`src/rtl/par2ser_lanes.sv`:
```
// par2ser_lanes: serializes a DATA_WIDTH word over LANES serial outputs, BPL bits per lane.
// Optional one-word holding register for gap-free back-to-back frames: define P2S_DOUBLE_BUFFER_EN.
module par2ser_lanes #(
  parameter int unsigned DATA_WIDTH = 32,
  parameter int unsigned LANES      = 1,
  parameter bit          MSB_FIRST  = 1'b1
) (
  input  logic                  clk,
  input  logic                  rst,
  input  logic [DATA_WIDTH-1:0] in_data,
  input  logic                  in_valid,
  output logic                  in_ready,
  input  logic                  en,
  output logic [LANES-1:0]      ser,
  output logic                  bit_valid,
  output logic                  done
);

  localparam int unsigned BPL = DATA_WIDTH / LANES;
  localparam int unsigned CW  = $clog2(BPL) + 1;

  typedef enum logic {S_IDLE, S_SHIFT} state_t;

  state_t                state_q, state_d;
  logic [DATA_WIDTH-1:0] shreg_q, shreg_d;
  logic [CW-1:0]         cnt_q, cnt_d;
  logic                  valid_q, valid_d;
  logic                  done_q, done_d;
  logic                  rdy_q, rdy_d;
  logic                  accept;
  logic                  last;
`ifdef P2S_DOUBLE_BUFFER_EN
  logic [DATA_WIDTH-1:0] hold_q, hold_d;
  logic                  hold_vld_q, hold_vld_d;
`endif

  // Advance every lane slice by one bit in the configured direction.
  function automatic logic [DATA_WIDTH-1:0] shift_lanes(input logic [DATA_WIDTH-1:0] w);
    logic [DATA_WIDTH-1:0] r;
    logic [BPL-1:0]        s;
    r = '0;
    for (int unsigned k = 0; k < LANES; k++) begin
      s = w[k*BPL +: BPL];
      s = MSB_FIRST ? (s << 1) : (s >> 1);
      r[k*BPL +: BPL] = s;
    end
    return r;
  endfunction

  assign accept = in_valid && rdy_q;
  assign last   = (cnt_q == CW'(BPL - 1));

  always_comb begin
    state_d = state_q;
    shreg_d = shreg_q;
    cnt_d   = cnt_q;
`ifdef P2S_DOUBLE_BUFFER_EN
    hold_d     = hold_q;
    hold_vld_d = hold_vld_q;
`endif
    case (state_q)
      S_IDLE: begin
        if (accept) begin
          shreg_d = in_data;
          cnt_d   = '0;
          state_d = S_SHIFT;
        end
      end
      S_SHIFT: begin
        if (!last) begin
          shreg_d = shift_lanes(shreg_q);
          cnt_d   = cnt_q + CW'(1);
`ifdef P2S_DOUBLE_BUFFER_EN
          if (accept) begin
            hold_d     = in_data;
            hold_vld_d = 1'b1;
          end
`endif
        end else begin
`ifdef P2S_DOUBLE_BUFFER_EN
          // Chain the next frame directly onto the last bit when a word is available.
          if (hold_vld_q) begin
            shreg_d    = hold_q;
            cnt_d      = '0;
            hold_vld_d = 1'b0;
          end else if (accept) begin
            shreg_d = in_data;
            cnt_d   = '0;
          end else begin
            cnt_d   = '0;
            state_d = S_IDLE;
          end
`else
          cnt_d   = '0;
          state_d = S_IDLE;
`endif
        end
      end
      default: begin
        cnt_d   = '0;
        state_d = S_IDLE;
      end
    endcase

    valid_d = (state_d == S_SHIFT);
    done_d  = (state_d == S_SHIFT) && (cnt_d == CW'(BPL - 1));
`ifdef P2S_DOUBLE_BUFFER_EN
    rdy_d   = !hold_vld_d;
`else
    rdy_d   = (state_d == S_IDLE);
`endif
  end

  always_ff @(posedge clk or posedge rst) begin
    if (rst) begin
      state_q    <= S_IDLE;
      shreg_q    <= '0;
      cnt_q      <= '0;
      valid_q    <= 1'b0;
      done_q     <= 1'b0;
      rdy_q      <= 1'b0;
`ifdef P2S_DOUBLE_BUFFER_EN
      hold_q     <= '0;
      hold_vld_q <= 1'b0;
`endif
    end else begin
      state_q    <= state_d;
      shreg_q    <= shreg_d;
      cnt_q      <= cnt_d;
      valid_q    <= valid_d;
      done_q     <= done_d;
      rdy_q      <= rdy_d;
`ifdef P2S_DOUBLE_BUFFER_EN
      hold_q     <= hold_d;
      hold_vld_q <= hold_vld_d;
`endif
    end
  end

  // Lane output taps the leading bit of its slice; en only gates the pins, not the shift.
  always_comb begin
    ser = '0;
    if (valid_q && en) begin
      for (int unsigned k = 0; k < LANES; k++) begin
        ser[k] = MSB_FIRST ? shreg_q[k*BPL + BPL - 1] : shreg_q[k*BPL];
      end
    end
  end

  assign in_ready  = rdy_q;
  assign bit_valid = valid_q;
  assign done      = done_q;

endmodule
```
`config.mk`:
```
export PLATFORM = sky130hd
export DESIGN_NAME = par2ser_lanes
export DESIGN_NICKNAME = d
export VERILOG_FILES = /design/src/rtl/par2ser_lanes.sv
export SDC_FILE = /design/constraint.sdc
export NUM_CORES = 1
export LEC_CHECK = 0
export ABC_AREA = 1
export BUFFER_PORTS_ARGS = -buffer_cell sky130_fd_sc_hd__buf_2
export CAP_MARGIN = 15
export CORE_ASPECT_RATIO = 0.5
export CORE_MARGIN = 5
export CORE_UTILIZATION = 36
export DETAILED_ROUTE_END_ITERATION = 10
export PLACE_DENSITY_LB_ADDON = 0.05
export SETUP_SLACK_MARGIN = 0.05
export SLEW_MARGIN = 40
export SYNTH_ARGS = -nofsm -noshare
export SYNTH_HDL_FRONTEND = slang
export SYNTH_SLANG_ARGS = --single-unit
```
`constraint.sdc`:
```
create_clock -name clk -period 1.3 [get_ports clk]
set_input_delay 0.065 -clock clk [delete_from_list [all_inputs] [get_ports clk]]
set_output_delay 0.065 -clock clk [all_outputs]
set_load 0.02 [all_outputs]
```
# Word level (Yosys, flattened, before mapping)
# Index checks and enable logic that the tools add are counted.
# W data, S select, Z words.
[totals]
out_inout_bits = 4
elab_cells = 26
ram_bits = 0
n_memories = 0
register_bits = 41
mem_bits_ro = 0
latchBits = 0
[op_classes]
add_sub_neg = 1
n_reduce_logical = 4
muxes = 10
n_eq_ne = 4
multipliers = 0
bitwise = 2
magnitude_cmp = 0
shifts = 0
div_mod_pow = 0
[op_table]
columns = ["operator", "n"]
rows = [
  ["$mux W32", 2],
  ["$pmux W32 S2", 1],
  ["$eq A6 B5 Y1 const B", 2],
  ["$mux W6", 2],
  ["$pmux W6 S2", 1],
  ["$add A6 B1 Y6 const B", 1],
  ["$ne A2 B2 Y1 const B", 2],
  ["$logic_and A1 B1 Y1", 3],
  ["$mux W1", 3],
  ["$not A1 Y1", 2],
  ["$pmux W1 S2", 1],
  ["$reduce_and A2 Y1", 1],
]

# Depth between registers and ports, before layout
# Gate-level depths: netlist of the first run.
[logic_depth]
word_depth = 5
mapped_depth = 8
ltp_nobuf = 8

# Worst setup path before layout of the first run
# Ideal clock, no wire load.
[synth_timing]
path_kind = "reg2reg"
startpoint = "register cnt_q[0]"
endpoint = "register shreg_q[23]"
path_stages_with_launch = 9
synth_period_minus_slack_ps = 1446
setup_ps = 123
path_buffers = 1
path_slack_ps = -146
arrival_ps = 1323
path_cell_list = "dfrtp_1 ha_1 nand3_2 nor2_4 o21ai_4 inv_8 buf_12 nand2_2 o21ai_2"
[synth_via]
elab_chain_cells = 3
[synth_rtl]
columns = ["element", "line_no", "source"]
rows = [
  ["start: declaration", "26", "logic [CW-1:0] cnt_q, cnt_d;"],
  ["start signal: assignment", "129", "cnt_q <= cnt_d;"],
  ["$eq A6 B5 Y1", "51", "assign last = (cnt_q == CW'(BPL - 1));"],
  ["$ne A2 B2 Y1 (no line)", "n/a", ""],
  ["$reduce_and A2 Y1 (no line)", "n/a", ""],
  ["end signal: assignment", "128", "shreg_q <= shreg_d;"],
  ["end: declaration", "25", "logic [DATA_WIDTH-1:0] shreg_q, shreg_d;"],
]
# Every way passes these cells.
# A chain may end at the register's enable or synchronous reset.

# Worst setup path in the final report of the first run
[layout_timing]
startpoint = "register cnt_q[0]"
endpoint = "register shreg_q[24]"
# Same word-level chain as after synthesis.

==> results of run 1 <==
-- timing repair --
item / CTS / global route
setup endpoints to repair: 37 / 41
buffers inserted: 4 / 2
gates cloned: 2 / 1
hold endpoints to repair: 42 / 0
gates resized for setup: 14 / 8
hold buffers: 2 / 0
pin swaps: 8 / 3
-- final timing paths --
path	start	endpoint	slack [ns]	cells past startpoint
worst min register to register	shreg_q[5]$_DFFE_PP0P_	shreg_q[5]$_DFFE_PP0P_	0.48	2
worst max register to register	cnt_q[0]$_DFF_PP0_	shreg_q[24]$_DFFE_PP0P_	-0.09	8
min in group asynchronous	rst	shreg_q[14]$_DFFE_PP0P_	0.37	4
worst max-delay path	cnt_q[0]$_DFF_PP0_	shreg_q[24]$_DFFE_PP0P_	-0.09	8
max in group asynchronous	rst	bit_valid$_DFF_PP0_	0.70	4
worst min-delay path	in_data[31]	shreg_q[31]$_DFFE_PP0P_	0.05	3
-- worst min-delay path, cell delays in order --
cell	delay (ns)
buf_2	0.09
o211ai_1	0.07
o21ai_1	0.07
-- logic make-up (layout without fill, tap and decap cells) --
family | count (synthesis) | in the layout
buffers and inverters | 25 | 91
adder cells (fa/ha/maj) | 1 | 1
AND/OR/NAND/NOR | 105 | 105
AO/OA/AOI/OAI | 65 | 65
flip-flops | 41 | 41
-- sequential cells by signal (all words and copies together) (netlist names) --
register and count:
cnt_q 6, done 1, shreg_q 32, bit_valid 1, in_ready 1
-- Yosys cell counts (all sizes together) --
cell type  count
nand4          3
a22o           1
a21oi          1
inv           12
o21ai         61
buf            8
or2           31
o211ai         2
nor3           1
nand2         53
clkbuf         5
nand3          8
nor2           9
ha             1
dfrtp         41
-- power breakdown --
part / switching (W) / internal [W]
sequential: 0 / 0.00128
clock: 0.000489 / 0.000813
combinational: 0.0000422 / 0.0000472
-- layout make-up --
class                   instances  area [sq um]
fillers                       610          3110
clock buffers                   7           153
repair inverters                3          36.3
flip-flops and latches         41          1030
inverters                      12          76.3
well taps                      88           110
clock inverters                 1          5.00
repair buffers                 68           469
multi-input cells             171          1090
-- layer usage --
metal,vias to the layer above,track usage,share of wire,routed length [um]
li1,908,-,-,-
met1,830,0.194,0.50,2640
met2,23,0.237,0.46,2430
met3,5,0.0393,0.040,212
met4,0,0.0293,0.0053,28
met5,-,0,0,0
-- metrics by stage --
stage / hold slack [ns] / TNS (ns) / utilization / area (sq um) / worst slack [ns]
floorplan: 0.182 / -3.10 / - / 2270 / -0.104
global placement: 0.120 / -4.42 / 0.432 / 2630 / -0.144
detailed placement: 0.121 / -5.20 / 0.432 / 2630 / -0.186
CTS: 0.0494 / -2.41 / 0.480 / 2920 / -0.105
global route: 0.0785 / -4.38 / 0.489 / 2970 / -0.166
finish: 0.0549 / -2.42 / 0.489 / 2970 / -0.0932
==> run summary, run 1 <==
## Logic synthesis
• **post-synthesis net count** 274
• **Synth Cell Area** 2260 sq um
• **library cell occupying the most area in the post-synthesis netlist** dfrtp_1
• **post-synthesis adder-cell area fraction** 0.00554
• **synthesis warning total** 0
• **share of the synthesized area in the top cell type** 0.455
• **area fraction in and, or, nand and nor cells after synthesis** 0.257
• **top post-synthesis cells by area** dfrtp_1, o21ai_2, nand2_2
• **compound-cell area share of the yosys netlist** 0.201
• **number of library cell types mapped by synthesis** 25
• **xor-xnor portion of the synthesized cell area** 0
• **number of synthesized register bits** 41
• **sequential element share of the synthesized area** 0.455
• **mux share of post-synthesis cell area** 0
• **number of cells produced by synthesis** 237
• **Synth Area per Inst** 9.52 sq um
• **main combinational cell family by area after synthesis** simple AND/OR/NAND/NOR gates

## STA
• **headroom to the max-slew limit** 0.817
• **Layout Skew** 0.00350 ns
• **Slew @ Worst Pin** 0.271 ns
• **final setup violation count** 33
• **post-route clock period utilization** 1.07
• **worst-case setup margin in the final layout** -0.0932 ns
• **minimum clock period after layout** 1.39 ns
• **RSZ-0062 raised after global routing** true
• **Max Freq** 0.718 GHz
• **Max Transition Viols Final** 0
• **Final Hold Violating Endpoints** 0

## Routing
• **via-per-instance ratio** 4.52
• **DRC errors left** 0
• **first-pass detailed-route iteration total** 4
• **routed via count** 1766
• **Routed Antenna Nets** 0
• **Iter 0 DRT Violations** 63
• **post-detailed-routing wire length** 5.32 mm
• **mean routed wirelength per cell** 13.6 um

## Cells and area
• **Final nets** 339
• **most common library cell in the layout ignoring fill and taps** dfrtp_1
• **antenna diode count** 0
• **area added between synthesis and finish** 31.7%
• **commonest cells after routing, fill and taps aside** dfrtp_1, buf_2, nand2_2
• **non-filler instance count after layout** 391
• **fraction of final layout cells sized beyond drive strength 1** 0.597

## Place
• **placed cell count** 372
• **weighted congestion at the end of routability-driven global placement** 0.840
• **Buffers on Ports** 39
• **post-detail-place hpwl** 3.27 mm

## Worst setup path
• **Worst path max stage delay** 0.41 ns
• **maximum fanout encountered on the critical timing path** 5
• **number of buffer and inverter stages on the critical path** 2
• **CP max stage cell** dfrtp_1
• **CP Data Arrival Time** 1.60 ns
• **cell family with the largest share of critical-path delay** flip-flops
• **startpoint class of the critical path** flip-flop
• **sort of element at the end of the critical path** flip-flop
• **endpoint required time on the critical path** 1.50 ns
• **classification of the worst setup path** flip-flop to flip-flop
• **Critical Path, Cell by Cell** ha_4, nand3_2, nor2_4, o21ai_4, buf_12, buf_6, o211ai_1, o21ai_1

## Die
• **effective utilization at floorplan** 0.371
• **I/O pin total** 40
• **core area** 6080 sq um
• **area enclosed by the die boundary** 8050 sq um
• **height of the die** 66.0 um
• **standard-cell row count** 20
• **width of the die** 122 um

## GRT
• **total overflow reported by the global router** 0
• **first-pass GRT wire length** 9.10 mm
• **largest net degree at the start of global routing** 42
• **number of global-route vias before repair** 1892
• **number of antenna violations at the first check in global routing** 0
• **total routing resource utilization after global routing** 0.145

## Clocking
• **Skew-Pair Late Insertion Delay** 0.28 ns
• **# H-tree levels** 2
• **sinks on the clock net** 41
• **TritonCTS clock tree** yes
• **clock transition at the register clock pins on the worst setup and hold paths after CTS** 0.06 ns
• **maximum number of buffers from clock root to sink** 2
• **cts bufs inserted** 5
• **library cell used as clock root buffer** clkbuf_16

## Pwr
• **leakage power** 1.53 nW
• **total power** 0.00267 W
• **power density of the placed cells** 898 nW/um^2
• **IR Drop Worst-Case VDD** 0.484 mV

## Outcome
• **violations in the final reports** negative setup slack
• **outcome** finished with violations

## Run
• **max cap viols** 0

## Worst hold path
• **worst min-delay path category** input port to flip-flop

Note: power is estimated with default switching activity, not from simulation.
==> run 2: changes to the inputs <==
--- a/config.mk
+++ b/config.mk
@@ -5,14 +5,13 @@
 export SDC_FILE = /design/constraint.sdc
 export NUM_CORES = 1
 export LEC_CHECK = 0
-export ABC_AREA = 1
 export BUFFER_PORTS_ARGS = -buffer_cell sky130_fd_sc_hd__buf_2
 export CAP_MARGIN = 15
 export CORE_ASPECT_RATIO = 0.5
 export CORE_MARGIN = 5
 export CORE_UTILIZATION = 36
 export DETAILED_ROUTE_END_ITERATION = 10
-export PLACE_DENSITY_LB_ADDON = 0.05
+export PLACE_DENSITY = 0.7
 export SETUP_SLACK_MARGIN = 0.05
 export SLEW_MARGIN = 40
 export SYNTH_ARGS = -nofsm -noshare
==> run 2 against run 1 <==
  * The flow still finishes with violations (negative setup slack)
  * Global-route usage grew 1.2 points
  * Critical endpoint is now shreg_q[21]$_DFFE_PP0P_
  * Combinational power grew to 23 times the previous value
  * Clock skew grew 0.0044 ns
  * Via count shrank 7.8%
  * Routed wire length shrank 0.49%
  * Power grew 89%
  * Highest routed layer unchanged
  * Sequential share of layout area grew 3.2 points
  * Sequential cell count is the same
  * Die area shrank 13%
  * Cell area shrank 8.4%
==> run summary, run 2 <==
## Cells and area
• **area added between synthesis and finish** 42.1%
• **final non-filler cell area** 2720 sq um, -8.4%
• **commonest cells after routing, fill and taps aside** dfrtp_1, buf_2, o21a_1
• **Most flops, register** shreg_q
• **most common library cell in the layout ignoring fill and taps** dfrtp_1
• **fraction of final layout cells sized beyond drive strength 1** 0.437, -0.160
• **largest registers in the final layout** shreg_q (32), cnt_q (6)
• **antenna diode count** 0, unchanged
• **non-filler instance count after layout** 292, -25%
• **Final nets** 258, -24%
• **Largest register FFs** 32, unchanged

## Logic synthesis
• **dominant cell by count in the synthesized netlist** dfrtp_1
• **synthesis warning total** 0, unchanged
• **share of flip-flops with an asynchronous set or reset after synthesis** 1.00, unchanged
• **most instantiated cells after synthesis** dfrtp_1, o21a_1, o32a_1, nand2_1, clkbuf_1
• **Synth Area per Inst** 12.4 sq um, +31%
• **library cell occupying the most area in the post-synthesis netlist** dfrtp_1
• **number of cells produced by synthesis** 154, -35%
• **Synth Cell Area** 1920 sq um, -15%
• **post-synthesis net count** 191, -30%
• **number of enable-type register cells in the synthesized netlist** 0, unchanged
• **number of library cell types mapped by synthesis** 26, +4.0%
• **share of the synthesized area in the top cell type** 0.536, +0.0811
• **number of synthesized register bits** 41, unchanged
• **top post-synthesis cells by area** dfrtp_1, o32a_1, o21a_1
• **predominant post-synthesis flop cell** dfrtp_1
• **sequential element share of the synthesized area** 0.536, +0.0811

## Routing
• **first-pass detailed-route iteration total** 4, unchanged
• **met3 routed WL** 246 um, +16%
• **mean routed wirelength per cell** 18.1 um, +33%
• **Iter 0 DRT Violations** 131, +110%
• **top layer reached by signal wires** met4
• **via-per-instance ratio** 5.58, +24%
• **metal1 wirelength** 2.30 mm, -13%
• **post-detailed-routing wire length** 5.29 mm, -0.49%
• **Routed Antenna Nets** 0, unchanged
• **routed via count** 1629, -7.8%
• **Detail Route met2 WL** 2.61 mm, +7.4%
• **DRC errors left** 0, unchanged

## STA
• **headroom to the max-slew limit** 0.713, -0.105
• **Max Transition Viols Final** 0, unchanged
• **Max Freq** 0.659 GHz, -8.2%
• **RSZ-0062 raised after global routing** true
• **Slew @ Worst Pin** 0.431 ns, +0.160 ns
• **post-route clock period utilization** 1.17, +0.0958
• **Layout Skew** 0.00789 ns, +0.00438 ns
• **Setup Total Neg Slack** -5.74 ns, -3.32 ns
• **final setup violation count** 36, +9.1%
• **minimum clock period after layout** 1.52 ns, +0.125 ns
• **final hold slack** 0.105 ns, +0.0503 ns
• **worst-case setup margin in the final layout** -0.218 ns, -0.125 ns
• **Final Hold Violating Endpoints** 0, unchanged

## Pwr
• **leakage power** 1.11 nW, -28%
• **share of power burned in the clock network** 0.166, -0.322
• **internal portion of total power** 0.00335 W, +57%
• **switching power of the nets** 0.00168 W, +220%
• **sequential share of power** 0.416, -0.062
• **IR Drop Worst-Case VDD** 0.688 mV, +42%
• **power density of the placed cells** 1850 nW/um^2, +110%
• **Switching Share** 0.335, +0.136
• **part of the total power dissipated in combinational logic** 0.418, +0.384

## GRT
• **total overflow reported by the global router** 0, unchanged
• **first-pass GRT wire length** 8.38 mm, -8.0%
• **largest net degree at the start of global routing** 42, unchanged
• **number of global-route vias before repair** 1699, -10%
• **number of antenna violations at the first check in global routing** 0, unchanged
• **total routing resource utilization after global routing** 0.157, +0.0125

## Clocking
• **clock transition at the register clock pins on the worst setup and hold paths after CTS** 0.08 ns, +0.02 ns
• **library cell used as clock root buffer** clkbuf_8
• **Skew-Pair Late Insertion Delay** 0.30 ns, +0.02 ns
• **sinks on the clock net** 41, unchanged
• **maximum number of buffers from clock root to sink** 2, unchanged
• **cts bufs inserted** 5, unchanged
• **# H-tree levels** 2, unchanged
• **TritonCTS clock tree** yes

## Worst setup path
• **CP Data Arrival Time** 1.71 ns, +0.11 ns
• **CP max stage cell** dfrtp_1
• **Reg2Reg Capture Point** shreg_q[21]$_DFFE_PP0P_
• **sort of element at the end of the critical path** flip-flop
• **setup slack, reg-to-reg** -0.22 ns, -0.12 ns
• **startpoint class of the critical path** flip-flop
• **worst reg2reg path startpoint** cnt_q[0]$_DFF_PP0_
• **R2R depth** 6, -2
• **endpoint required time on the critical path** 1.49 ns, about the same
• **classification of the worst setup path** flip-flop to flip-flop
• **cell family with the largest share of critical-path delay** compound AO/OA/AOI/OAI gates
• **number of buffer and inverter stages on the critical path** 1, -1
• **Worst path max stage delay** 0.42 ns, about the same
• **Critical Path, Cell by Cell** ha_4, nand3_4, o21ai_4, buf_4, o21ai_2, o21a_1
• **maximum fanout encountered on the critical timing path** 8, +3

## Die
• **core area** 5040 sq um, -17%
• **area enclosed by the die boundary** 6970 sq um, -13%
• **width of the die** 113 um, -7.2%
• **effective utilization at floorplan** 0.380, +0.00852
• **standard-cell row count** 18, -10%
• **I/O pin total** 40, unchanged
• **height of the die** 61.6 um, -6.7%

## Place
• **post-detail-place hpwl** 2.92 mm, -11%
• **weighted congestion at the end of routability-driven global placement** 0.750, -11%
• **Buffers on Ports** 39, unchanged
• **area after detailed placement** 2280 sq um, -13%
• **placed cell count** 266, -28%

## Outcome
• **outcome** finished with violations
• **violations in the final reports** negative setup slack

## Worst hold path
• **Hold Startpoint** in_data[9]
• **worst min-delay path endpoint** shreg_q[9]$_DFFE_PP0P_
• **worst min-delay path category** input port to flip-flop
• **cell depth of the worst min-delay path** 3, unchanged

## Run
• **max cap viols** 0, unchanged

[run 2: power groups by stage]
| stage | combinational (W) | sequential (W) | clock, W |
|---|---|---|---|
| floorplan | 0.00121 | 0.00205 | 0 |
| finish | 0.00210 | 0.00209 | 0.000835 |
| detailed placement | 0.00165 | 0.00210 | 0 |
| CTS | 0.00193 | 0.00208 | 0.000864 |
| global route | 0.00229 | 0.00215 | 0.000925 |
| global placement | 0.00160 | 0.00207 | 0 |
[run 2: how the worst max path moves through the flow]
stage	endpoint	slack (ns)	cells past startpoint	start
global placement	shreg_q[21]$_DFFE_PP0P_	-0.17	5	cnt_q[0]$_DFF_PP0_
finish	shreg_q[21]$_DFFE_PP0P_	-0.22	6	cnt_q[0]$_DFF_PP0_
CTS	shreg_q[2]$_DFFE_PP0P_	-0.17	7	cnt_q[0]$_DFF_PP0_
global route	shreg_q[21]$_DFFE_PP0P_	-0.27	6	cnt_q[0]$_DFF_PP0_
floorplan	shreg_q[10]$_DFFE_PP0P_	-0.15	6	cnt_q[0]$_DFF_PP0_
detailed placement	shreg_q[22]$_DFFE_PP0P_	-0.20	5	cnt_q[0]$_DFF_PP0_
[run 2: timing repair]
| action | CTS | global route |
|---|---|---|
| hold endpoints to repair | 42 | 0 |
| hold buffers | 2 | 0 |
| setup buffers | 6 | 3 |
| resized for setup | 15 | 17 |
| setup endpoints to repair | 38 | 40 |
| gates cloned | 5 | 2 |
| pin swaps | 2 | 8 |
[run 2: worst reg2reg max path, cell delays in order, from the launching register on]
cell	delay [ns]
dfrtp_1	0.42
ha_4	0.17
nand3_4	0.08
o21ai_4	0.19
buf_4	0.18
o21ai_2	0.14
o21a_1	0.22
[run 2: logic make-up (layout without fill, tap and decap cells)]
kind of cell | after synthesis | in the layout | synth area share
AND/OR/NAND/NOR | 21 | 21 | 0.0614
adder cells (fa/ha/maj) | 1 | 1 | 0.00653
buffers and inverters | 16 | 81 | 0.0555
AO/OA/AOI/OAI | 73 | 76 | 0.332
XOR/XNOR | 2 | 2 | 0.00915
flip-flops | 41 | 41 | 0.536
[run 2: per-layer routing]
| layer | up-vias | global-route usage |
|---|---|---|
| met5 | - | 0 |
| met4 | 0 | 0.0822 |
| met3 | 12 | 0.0294 |
| met2 | 45 | 0.263 |
| met1 | 825 | 0.201 |
| li1 | 747 | - |
[run 2: metrics by stage]
step | setup WS, ns | total power (W) | utilization
2_1_floorplan | -0.152 | 0.00326 | -
3_3_place_gp | -0.165 | 0.00367 | 0.452
3_5_place_dp | -0.196 | 0.00375 | 0.452
4_1_cts | -0.174 | 0.00487 | 0.513
5_1_grt | -0.271 | 0.00536 | 0.539
6_report | -0.218 | 0.00503 | 0.539
[run 2: final cells by class]
class	count	area, sq um
fillers	427	2320
repair buffers	71	612
well taps	70	87.6
clock inverters	2	15.0
inverters	2	7.51
flip-flops and latches	41	1030
multi-input cells	100	900
clock buffers	6	72.6
==> run 3: changes to the inputs <==
--- a/config.mk
+++ b/config.mk
@@ -11,7 +11,6 @@
 export CORE_MARGIN = 5
 export CORE_UTILIZATION = 36
 export DETAILED_ROUTE_END_ITERATION = 10
-export PLACE_DENSITY = 0.7
 export SETUP_SLACK_MARGIN = 0.05
 export SLEW_MARGIN = 40
 export SYNTH_ARGS = -nofsm -noshare
==> run 3 against run 2 <==
  * The run still ends with negative setup slack left
  * Core utilization shrank 2.0 points
  * Global-route usage shrank 1.8 points
  * Setup slack gained 0.078 ns
  * Clock skew grew 0.0044 ns
  * Critical endpoint is now shreg_q[9]$_DFFE_PP0P_
==> run summary, run 3 (synthesis gave the netlist of run 2 again) <==
## Routing
• **post-detailed-routing wire length** 4.48 mm, -15%
• **Routed Antenna Nets** 0, unchanged
• **routed via count** 1538, -5.6%
• **first-pass detailed-route iteration total** 4, unchanged
• **mean routed wirelength per cell** 15.7 um, -14%
• **DRC errors left** 0, unchanged
• **via-per-instance ratio** 5.38, -3.6%
• **Iter 0 DRT Violations** 59, -55%

## Worst setup path
• **classification of the worst setup path** flip-flop to flip-flop
• **maximum fanout encountered on the critical timing path** 16, +8
• **CP Data Arrival Time** 1.63 ns, -0.08 ns
• **CP Depth** 6, unchanged
• **start point of the critical path** cnt_q[0]$_DFF_PP0_
• **sort of element at the end of the critical path** flip-flop
• **Worst Setup EP** shreg_q[9]$_DFFE_PP0P_
• **R2R depth** 6, unchanged
• **Reg2Reg Capture Point** shreg_q[9]$_DFFE_PP0P_
• **Worst path max stage delay** 0.41 ns, about the same
• **CP dominant cell by count** o21ai_4
• **setup slack, reg-to-reg** -0.14 ns, +0.08 ns
• **CP max stage cell** dfrtp_1
• **Critical Path, Cell by Cell** ha_4, nand3_4, o21ai_4, o21ai_4, buf_12, o21a_1
• **number of buffer and inverter stages on the critical path** 1, unchanged
• **worst reg2reg path startpoint** cnt_q[0]$_DFF_PP0_
• **cell family with the largest share of critical-path delay** compound AO/OA/AOI/OAI gates
• **startpoint class of the critical path** flip-flop
• **endpoint required time on the critical path** 1.49 ns, about the same

## Die
• **core area** 5040 sq um, unchanged
• **effective utilization at floorplan** 0.380, unchanged
• **I/O pin total** 40, unchanged
• **standard-cell row count** 18, unchanged
• **area enclosed by the die boundary** 6970 sq um, unchanged
• **height of the die** 61.6 um, unchanged
• **width of the die** 113 um, unchanged

## Worst hold path
• **worst min-delay path category** input port to flip-flop

## GRT
• **number of antenna violations at the first check in global routing** 0, unchanged
• **total routing resource utilization after global routing** 0.140, -0.0178
• **largest net degree at the start of global routing** 42, unchanged
• **first-pass GRT wire length** 7.45 mm, -11%
• **number of global-route vias before repair** 1566, -7.8%
• **total overflow reported by the global router** 0, unchanged

## Clocking
• **sinks on the clock net** 41, unchanged
• **Skew-Pair Late Insertion Delay** 0.30 ns, about the same
• **clock transition at the register clock pins on the worst setup and hold paths after CTS** 0.08 ns, about the same
• **# H-tree levels** 2, unchanged
• **library cell used as clock root buffer** clkbuf_8
• **maximum number of buffers from clock root to sink** 2, unchanged
• **TritonCTS clock tree** yes
• **cts bufs inserted** 5, unchanged

## STA
• **Max Transition Viols Final** 0, unchanged
• **Setup Total Neg Slack** -4.08 ns, +1.65 ns
• **post-route clock period utilization** 1.11, -0.0602
• **Layout Skew** 0.0123 ns, +0.00442 ns
• **minimum clock period after layout** 1.44 ns, -0.0783 ns
• **RSZ-0062 raised after global routing** true
• **final setup violation count** 35, -2.8%
• **Final Hold Violating Endpoints** 0, unchanged
• **Slew @ Worst Pin** 0.279 ns, -0.152 ns
• **worst-case setup margin in the final layout** -0.140 ns, +0.0783 ns
• **Max Freq** 0.695 GHz, +5.4%
• **headroom to the max-slew limit** 0.813, +0.101

## Pwr
• **total power** 0.00503 W, about the same
• **IR Drop Worst-Case VDD** 0.662 mV, -3.7%
• **power density of the placed cells** 1920 nW/um^2, +3.8%
• **leakage power** 1.08 nW, -2.1%

## Outcome
• **violations in the final reports** negative setup slack
• **outcome** finished with violations

## Cells and area
• **Largest register FFs** 32, unchanged
• **Final nets** 252, -2.3%
• **commonest cells after routing, fill and taps aside** dfrtp_1, buf_2, o21a_1
• **largest registers in the final layout** shreg_q (32), cnt_q (6)
• **most common library cell in the layout ignoring fill and taps** dfrtp_1
• **final non-filler cell area** 2620 sq um, -3.8%
• **fraction of final layout cells sized beyond drive strength 1** 0.394, -0.0434
• **antenna diode count** 0, unchanged
• **area added between synthesis and finish** 36.7%
• **Most flops, register** shreg_q

## Place
• **area after detailed placement** 2340 sq um, +2.7%
• **post-placement setup slack** -0.117 ns, +0.0788 ns
• **Buffers on Ports** 39, unchanged
• **post-detail-place hpwl** 2.88 mm, -1.4%
• **weighted congestion at the end of routability-driven global placement** 0.733, -2.2%

## Run
• **max cap viols** 0, unchanged

==> run 3: worst min-delay path, delay by kind of cell <==
kind / cells / cell delay, ns
buffers and inverters: 1 / 0.08
AOI/OAI and AO/OA: 2 / 0.23
==> run 3: power breakdown <==
group,leakage (nW),switching [W],internal (W)
sequential,0.461,0.000307,0.00176
combinational,0.567,0.000790,0.00115
clock,0.0552,0.000447,0.000570
==> run 3: worst min-delay path by stage <==
stage	start	to	slack, ns	depth (start not counted)
global placement	rst	shreg_q[31]$_DFFE_PP0P_	0.14	3
floorplan	in_data[0]	shreg_q[0]$_DFFE_PP0P_	0.19	2
detailed placement	rst	shreg_q[31]$_DFFE_PP0P_	0.14	3
finish	in_data[22]	shreg_q[22]$_DFFE_PP0P_	0.11	3
global route	in_data[22]	shreg_q[22]$_DFFE_PP0P_	0.11	3
CTS	in_data[22]	shreg_q[22]$_DFFE_PP0P_	0.11	3
==> run 3: metrics by stage <==
stage / util / hold WS, ns / cells
after floorplan: - / 0.187 / 154
after global placement: 0.464 / 0.136 / 271
after detailed placement: 0.464 / 0.142 / 271
after CTS: 0.512 / 0.105 / 286
after global routing: 0.519 / 0.108 / 286
final: 0.519 / 0.107 / 286
==> run 3: final cells by class <==
| class | instances | area, sq um |
|---|---|---|
| Clock buffer | 6 | 72.6 |
| Clock inverter | 2 | 35.0 |
| Fill cell | 463 | 2430 |
| Inverter | 2 | 7.51 |
| Multi-Input combinational cell | 97 | 830 |
| Sequential cell | 41 | 1030 |
| Tap cell | 70 | 87.6 |
| Timing Repair Buffer | 68 | 559 |
==> run 3: routing by layer <==
layer / vias to the layer above / part of all wire / track usage / routed length, um
met2: 34 / 0.46 / 0.215 / 2060
met4: 0 / 0.016 / 0.0702 / 72
li1: 726 / - / - / -
met1: 771 / 0.49 / 0.190 / 2180
met3: 7 / 0.036 / 0.0314 / 160
met5: - / 0 / 0 / 0
==> run 3: what timing repair did <==
item	4_1_cts	5_1_grt
endpoints found under the setup margin	35	40
resized for setup	8	6
hold buffers	2	0
endpoints found under the hold margin	42	0
setup buffers	3	0
pin swaps	2	3
gates cloned	2	0
